$ cat src/rtl/mastermind_pkg.sv
// mastermind_pkg: shared peg width, feedback codes and scorer FSM states.
package mastermind_pkg;
    localparam int COLOR_W = 3;
    localparam int NUM_PEGS = 4;
    localparam logic [1:0] FB_NONE = 2'd0;
    localparam logic [1:0] FB_WHITE = 2'd1;
    localparam logic [1:0] FB_BLACK = 2'd2;
    typedef enum logic [2:0] {IDLE, BLACK, WHITE, PACK, DONE} state_t;
endpackage

$ cat src/rtl/fb_packer.sv
// fb_packer: maps black/white counts onto fb3..fb0, blacks first from fb3 downward.
module fb_packer
    import mastermind_pkg::*;
(
    input  logic [2:0] i_black,
    input  logic [2:0] i_white,
    output logic [1:0] o_fb0,
    output logic [1:0] o_fb1,
    output logic [1:0] o_fb2,
    output logic [1:0] o_fb3
);
    logic [2:0] w_sum;
    assign w_sum = i_black + i_white;
    assign o_fb3 = (i_black > 3'd0) ? FB_BLACK : (w_sum > 3'd0) ? FB_WHITE : FB_NONE;
    assign o_fb2 = (i_black > 3'd1) ? FB_BLACK : (w_sum > 3'd1) ? FB_WHITE : FB_NONE;
    assign o_fb1 = (i_black > 3'd2) ? FB_BLACK : (w_sum > 3'd2) ? FB_WHITE : FB_NONE;
    assign o_fb0 = (i_black > 3'd3) ? FB_BLACK : (w_sum > 3'd3) ? FB_WHITE : FB_NONE;
endmodule

$ cat src/rtl/peg_scorer.sv
// peg_scorer: sequential Mastermind scorer, 10-cycle start-to-done latency.
// Define PEG_SCORER_WHITE_EN to enable colour-only (white) scoring.
module peg_scorer
    import mastermind_pkg::*;
#(
    parameter int COLOR_W = mastermind_pkg::COLOR_W
) (
    input  logic               clk,
    input  logic               rst,
    input  logic               start,
    input  logic               clear,
    input  logic [COLOR_W-1:0] code0,
    input  logic [COLOR_W-1:0] code1,
    input  logic [COLOR_W-1:0] code2,
    input  logic [COLOR_W-1:0] code3,
    input  logic [COLOR_W-1:0] guess0,
    input  logic [COLOR_W-1:0] guess1,
    input  logic [COLOR_W-1:0] guess2,
    input  logic [COLOR_W-1:0] guess3,
    output logic               busy,
    output logic               done,
    output logic [2:0]         black,
    output logic [2:0]         white,
    output logic [1:0]         fb0,
    output logic [1:0]         fb1,
    output logic [1:0]         fb2,
    output logic [1:0]         fb3,
    output logic               game_over
);
`ifdef PEG_SCORER_WHITE_EN
    localparam bit WHITE_EN = 1'b1;
`else
    localparam bit WHITE_EN = 1'b0;
`endif
    state_t             r_state;
    logic [COLOR_W-1:0] r_code [NUM_PEGS];
    logic [COLOR_W-1:0] r_guess [NUM_PEGS];
    logic [NUM_PEGS-1:0] r_cu;
    logic [NUM_PEGS-1:0] r_gu;
    logic [1:0]         r_idx;
    logic [2:0]         r_bcnt;
    logic [2:0]         r_wcnt;
    logic               w_wfound;
    logic [1:0]         w_wk;
    logic [1:0]         w_fb0, w_fb1, w_fb2, w_fb3;

    // Descending scan so the lowest-index unused matching code peg wins.
    always_comb begin
        w_wfound = 1'b0;
        w_wk = 2'd0;
        for (int k = NUM_PEGS - 1; k >= 0; k--)
            if (!r_cu[k] && r_code[k] == r_guess[r_idx]) begin
                w_wfound = 1'b1;
                w_wk = 2'(k);
            end
    end

    fb_packer u_pack (
        .i_black(r_bcnt),
        .i_white(r_wcnt),
        .o_fb0  (w_fb0),
        .o_fb1  (w_fb1),
        .o_fb2  (w_fb2),
        .o_fb3  (w_fb3)
    );

    always_ff @(posedge clk or negedge rst) begin
        if (!rst) begin
            r_state <= IDLE;
            for (int k = 0; k < NUM_PEGS; k++) begin
                r_code[k] <= '0;
                r_guess[k] <= '0;
            end
            r_cu <= '0;
            r_gu <= '0;
            r_idx <= 2'd0;
            r_bcnt <= 3'd0;
            r_wcnt <= 3'd0;
            busy <= 1'b0;
            done <= 1'b0;
            black <= 3'd0;
            white <= 3'd0;
            {fb3, fb2, fb1, fb0} <= '0;
            game_over <= 1'b0;
        end else begin
            done <= (r_state == DONE);
            if (clear)
                game_over <= 1'b0;
            case (r_state)
                IDLE: if (start) begin
                    r_code <= '{code0, code1, code2, code3};
                    r_guess <= '{guess0, guess1, guess2, guess3};
                    r_cu <= '0;
                    r_gu <= '0;
                    r_idx <= 2'd0;
                    r_bcnt <= 3'd0;
                    r_wcnt <= 3'd0;
                    busy <= 1'b1;
                    r_state <= BLACK;
                end
                BLACK: begin
                    if (r_code[r_idx] == r_guess[r_idx]) begin
                        r_bcnt <= r_bcnt + 3'd1;
                        r_cu[r_idx] <= 1'b1;
                        r_gu[r_idx] <= 1'b1;
                    end
                    r_idx <= r_idx + 2'd1;
                    if (r_idx == 2'd3)
                        r_state <= WHITE;
                end
                WHITE: begin
                    if (WHITE_EN && !r_gu[r_idx] && w_wfound) begin
                        r_cu[w_wk] <= 1'b1;
                        r_wcnt <= r_wcnt + 3'd1;
                    end
                    r_idx <= r_idx + 2'd1;
                    if (r_idx == 2'd3)
                        r_state <= PACK;
                end
                PACK: begin
                    black <= r_bcnt;
                    white <= r_wcnt;
                    {fb3, fb2, fb1, fb0} <= {w_fb3, w_fb2, w_fb1, w_fb0};
                    busy <= 1'b0;
                    if (r_bcnt == 3'd4)
                        game_over <= 1'b1;
                    r_state <= DONE;
                end
                DONE: r_state <= IDLE;
                default: r_state <= IDLE;
            endcase
        end
    end
endmodule

$ cat config.mk
export PLATFORM = sky130hd
export DESIGN_NAME = peg_scorer
export DESIGN_NICKNAME = d
export VERILOG_FILES = /design/src/rtl/mastermind_pkg.sv /design/src/rtl/fb_packer.sv /design/src/rtl/peg_scorer.sv
export SDC_FILE = /design/constraint.sdc
export NUM_CORES = 1
export LEC_CHECK = 0
export ABC_AREA = 0
export ABC_CLOCK_PERIOD_IN_PS = 2330
export BUFFER_PORTS_ARGS = -buffer_cell sky130_fd_sc_hd__buf_2
export CORE_MARGIN = 2
export CORE_UTILIZATION = 30
export DETAILED_ROUTE_END_ITERATION = 8
export GPL_ROUTABILITY_DRIVEN = 0
export PLACE_DENSITY = 0.58
export SLEW_MARGIN = 20
export SYNTH_ARGS = -nofsm -noshare
export SYNTH_HDL_FRONTEND = slang
export SYNTH_HIERARCHICAL = 1
export SYNTH_SLANG_ARGS = --single-unit
$ cat constraint.sdc
create_clock -name clk -period 2.33 [get_ports clk]
set_input_delay 0.699 -clock clk [delete_from_list [all_inputs] [get_ports clk]]
set_output_delay 0.699 -clock clk [all_outputs]
set_load 0.01 [all_outputs]
* After elaboration in Yosys (flattened, before gate mapping) *
Index checks and enable logic that the tools add are counted.

storage, ports and cells
  bits of input ports = 28
  bits in latches = 0
  memories = 0
  bits in registers = 46
  word-level logic and storage cells = 72
  RAM bits = 0
  memory bits (read-only) = 0
  output and inout port bits = 17

operators by class
  divide/modulo/power cells = 0
  reduce and logical (&&, ||, !) cells = 10
  bitwise logic cells = 1
  muxes and demuxes = 24
  add/sub/neg operators = 2
  $lt $le $gt $ge = 5
  $mul = 0
  shift operators = 0
  equality and inequality tests = 11

operators with widths
  cell                   number
  $mux W3                9
  $bmux W3 S2            2
  $pmux W3 S4            1
  $mux W2                5
  $ne A2 B2 Y1 const B   4
  $eq A3 B2 Y1 const B   2
  $eq A3 B3 Y1 const B   2
  $gt A3 B1 Y1 const B   2
  $gt A3 B2 Y1 const B   2
  $pmux W3 S2            1
  $reduce_and A2 Y1      3
  $reduce_and A3 Y1      2
  $reduce_bool A2 Y1     3
  $mux W1                4
  $pmux W2 S2            1
  $add A3 B1 Y3 const B  1
  $eq A3 B1 Y1 const B   1
  $eq A3 B3 Y1           1
  $ge A3 B3 Y1 const B   1
  $logic_not A3 Y1       1
  $not A2 Y3             1
  $add A2 B1 Y2 const B  1
  $eq A2 B2 Y1 const B   1
  $pmux W1 S2            1
  $reduce_or A2 Y1       1

* Depth between registers and ports, before layout *
  depth after elaboration = 7
  depth in mapped cells = 7
  depth with buffers taken out = 7

* By module *
Netlist, hierarchy kept.

modules (own cells, without submodules)
  module      cells an instance  area an instance (um^2)  times used  sequential area each (um^2)
  peg_scorer  172                2115.8                   1           1151.1
  fb_packer   16                 112.6                    1           0.0

* Worst setup path after synthesis *
OpenSTA, ideal clock, no wires.

  kind = input port to flip-flop
  start = in start
  end = reg r_code[0] (netlist bit)
  arrival = 1894 ps
  library setup time = 125 ps
  cell stages on the path = 4
  setup slack = 311 ps
  data required time = 2205 ps
  buffers on the path = 2
  cell sequence = nor4b_1 > clkbuf_1 > buf_2 > mux2_2

on the way
  longest elaborated chain between the ends = 1

ends and longest elaborated chain
  what                         RTL line          RTL
  start: declaration           peg_scorer.sv:10  input logic start,
  $reduce_and A2 Y1 (no line)  --
  end signal: assignment       peg_scorer.sv:91  r_code <= '{code0, code1, code2, code3};
  end: declaration             peg_scorer.sv:36  logic [COLOR_W-1:0] r_code [NUM_PEGS];

Every way passes these cells.
A chain may end at the register's enable or synchronous reset.

* Final worst setup path *
  start = reg r_idx[0]
  end = reg r_bcnt[2]

on the way
  longest elaborated chain between the ends = 7
  elaborated cells between the ends (all ways) = 10
  classes of those cells = eq/ne (2); mux (6); bitwise (1); reduce/logical (1)

ends and longest elaborated chain
  what                                        RTL line           RTL
  start: declaration                          peg_scorer.sv:40   logic [1:0] r_idx;
  start signal: assignment                    peg_scorer.sv:107  r_idx <= r_idx + 2'd1;
  start signal: assignment                    peg_scorer.sv:116  r_idx <= r_idx + 2'd1;
  $not A2 Y3 (not written as such) *          peg_scorer.sv:102  if (r_code[r_idx] == r_guess[r_idx]) begin
  $bmux W3 S2                                 peg_scorer.sv:102
  $mux W3 (not written as such) (2 in a row)  peg_scorer.sv:102
  $eq A3 B3 Y1 *                              peg_scorer.sv:102
  $ne A2 B2 Y1 (no line) *                    --
  $reduce_and A3 Y1 (no line) *               --
  end signal: assignment                      peg_scorer.sv:103  r_bcnt <= r_bcnt + 3'd1;
  end: declaration                            peg_scorer.sv:41   logic [2:0] r_bcnt;

Every way passes the cells marked *; elsewhere a longest branch is shown, timed or not. The select of a mux whose other input is x is not followed.

==> metrics <==
postcts setup bufs=0; Worst EP required=2560 ps; layout cells sized above 1=36.9%; setup tns final=0 ps; Iteration-0 DRC Markers=41; commonest non-fill, non-tap cells in the layout=dfrtp_1, buf_2, nand2_1; CTS sink cnt=46; cell area after layout=~2700 um^2; area of placed instances=2550 um^2; Area Overhead vs Synth=19.5%; Power Dens Cells=1340 nW/um^2; Yosys top cell by area=dfrtp_1; first-pass GRT wire length=just under 7 mm; clock-pin slew on the worst setup and hold paths=90 ps; critical path's slowest cell=dfrtp_1; initial antenna violation count=0; CP startpoint kind=flip-flop; # diodes=0; fin worst setup slack=270 ps; post-cts hold buffer count=0; Synth top area share=between 50 and 60%; R2R Path Start=r_idx[0]; Pint=2.36 mW; Worst VDD drop=0.481 mV; hpwl dp=2.83 mm; Fmax=485 MHz; kind of end point of the critical path=flip-flop; Slew HR=between 60 and 70%; Synth Flop Type=dfrtp_1; Post-Synthesis Cells=~190; sequential share of the synthesized area=51.7%; Post-synth EDFFs=0; Seq cells post-synth=46; clock skew=8.97 ps; post-route ant nets=0; grt ovf=0; number of buffers created by CTS=5; vias in the first global route=roughly 1.5k; min cycle time layout=2060 ps; drt via density=4.30; Hold WS=389 ps; vias=1,429; clock power share=approximately 16%; Post-Syn Area=2230 um^2; Worst-Margin Slew=between 500 and 600 ps; final slew viol count=0; I/O pin cnt=between 40 and 50; post-cts resize count=0; crit path cell chain=mux4_2 -> xnor2_2 -> nand4_2 -> or3b_1 -> nand3_1; CTS tree=yes; CTS max path bufs=2; CP arrival=2290 ps; final setup fails=0; CP Class=flip-flop to flip-flop; Syn Area/Cell=11.9 um^2; unrepaired setup endpoints after global routing=false; Leak=~1.2 nW; Routed WL per cell=11.7 um; Hold Vio Cnt, Final=0; sw power=between 1 and 1.5 mW; synth top area cells=dfrtp_1, mux2_2, nand2_1, xnor2_1, mux4_1; Async S/R FF share, synth=100%; GRT Resource Usage Total=10.2%; die area=8130 um^2; fin util=36.9%; most common cell after layout, fill and taps aside=dfrtp_1; Core Box Area=7210 um^2; fin nets=265; Hold Path Class=input pin to async pin; largest net degree at the start of global routing=25; Clock Latency Late Sink=about 300 ps; CP Launch Point=r_idx[0]; Setup WS pre-CTS=286 ps; DR pass1 iterations=4; drt total wl=3.90 mm; Comb power frac=41.8%; status=finished clean; Die Y=90.2 um; Root Driver=clkbuf_8; placement row count=31; Seq pwr share=41.8%; max-cap violations=0; crit-path max cell delay=580 ps; Synth cell types=41; Tcrit/Tclk final=88.4%; IO buf count=41; critical path fanouts, max=10; Die Width=approximately 90 um; Sw Share=between 30% and 40%; drc violations=0; CTS H-tree depth=2; Ys Warns=6; Initial Utilization=30.9%
## worst max-delay path, delay by kind of cell, from the launching register on
family | cells | cell delay (ps)
flops | 1 | 580
xor+xnor | 1 | 180
simple gates | 3 | 640
mux | 1 | 580
## routing by layer
| layer | vias up | share of wire, % | GRT usage [%] |
|---|---|---|---|
| li1 | 713 | - | - |
| met1 | 678 | 46 | 13.1 |
| met2 | 36 | 48 | 17.0 |
| met3 | 2 | 5.3 | 3.02 |
| met4 | 0 | 0.31 | 2.69 |
| met5 | - | 0 | 0 |
## synth_stat cells, types with 2 or more instances
cell type and n:
o21ai_0 3, dfrtp_1 46, inv_1 8, clkbuf_1 6, nand2_1 32, nor3_1 2, a21oi_1 6, buf_4 3
nand3_1 2, a21o_2 2, o21ai_1 2, mux4_1 2, nand2b_1 2, nor2_1 5, a21o_1 2, mux4_2 2
mux2_2 24, nor2b_1 2, xnor2_1 8, ha_1 4, nand3b_1 4, a221oi_1 2
## cells by family after synthesis
group / after synthesis / share of synthesized area, %
buf+inv: 22 / 5.50
compound gates: 19 / 5.39
simple gates: 56 / 12.9
other cells: 1 / 0.168
fa+ha+maj: 5 / 3.14
flops: 46 / 51.7
xor+xnor: 10 / 4.27
mux: 29 / 17.0
## flip-flops by register name, indices dropped and copies added (netlist names), 3 cells and up
name / count
r_code: 12
r_guess: 12
black: 3
r_bcnt: 3
r_state: 3
## final cells by class
| cell class | count | area, um^2 |
|---|---|---|
| fillers | 755 | 4550 |
| flip-flops and latches | 46 | 1150 |
| multi-input cells | 125 | 980 |
| repair buffers | 46 | 268 |
| well taps | 99 | 124 |
| clock buffers | 6 | 72.6 |
| clock inverters | 2 | 37.5 |
| inverters | 8 | 30.0 |
## path summary, 6_finish.rpt
| kind | slack [ps] | depth (start not counted) | to |
|---|---|---|---|
| max in group asynchronous | 1420 | 2 | busy |
| worst min-delay path | 390 | 1 | r_guess[6] |
| worst max-delay path | 270 | 5 | r_bcnt[2] |
| worst min register to register | 470 | 2 | fb0[0] |
| worst max register to register | 270 | 5 | r_bcnt[2] |
| min in group clk | 470 | 2 | fb0[0] |
## power by group through the flow
stage | clock network [mW] | registers (mW) | logic [mW]
after detailed placement | 0 | 1.51 | 1.51
final | 0.583 | 1.49 | 1.49
after global placement | 0 | 1.50 | 1.49
after floorplan | 0 | 1.43 | 1.24
after global routing | 0.642 | 1.55 | 1.67
after CTS | 0.617 | 1.49 | 1.52
## metrics by stage
step	cells	power, mW
after CTS	332	3.63
after floorplan	193	2.67
after detailed placement	324	3.02
after global placement	324	2.99
final	332	3.56
after global routing	332	3.86
(Power assumes the default switching activity.)
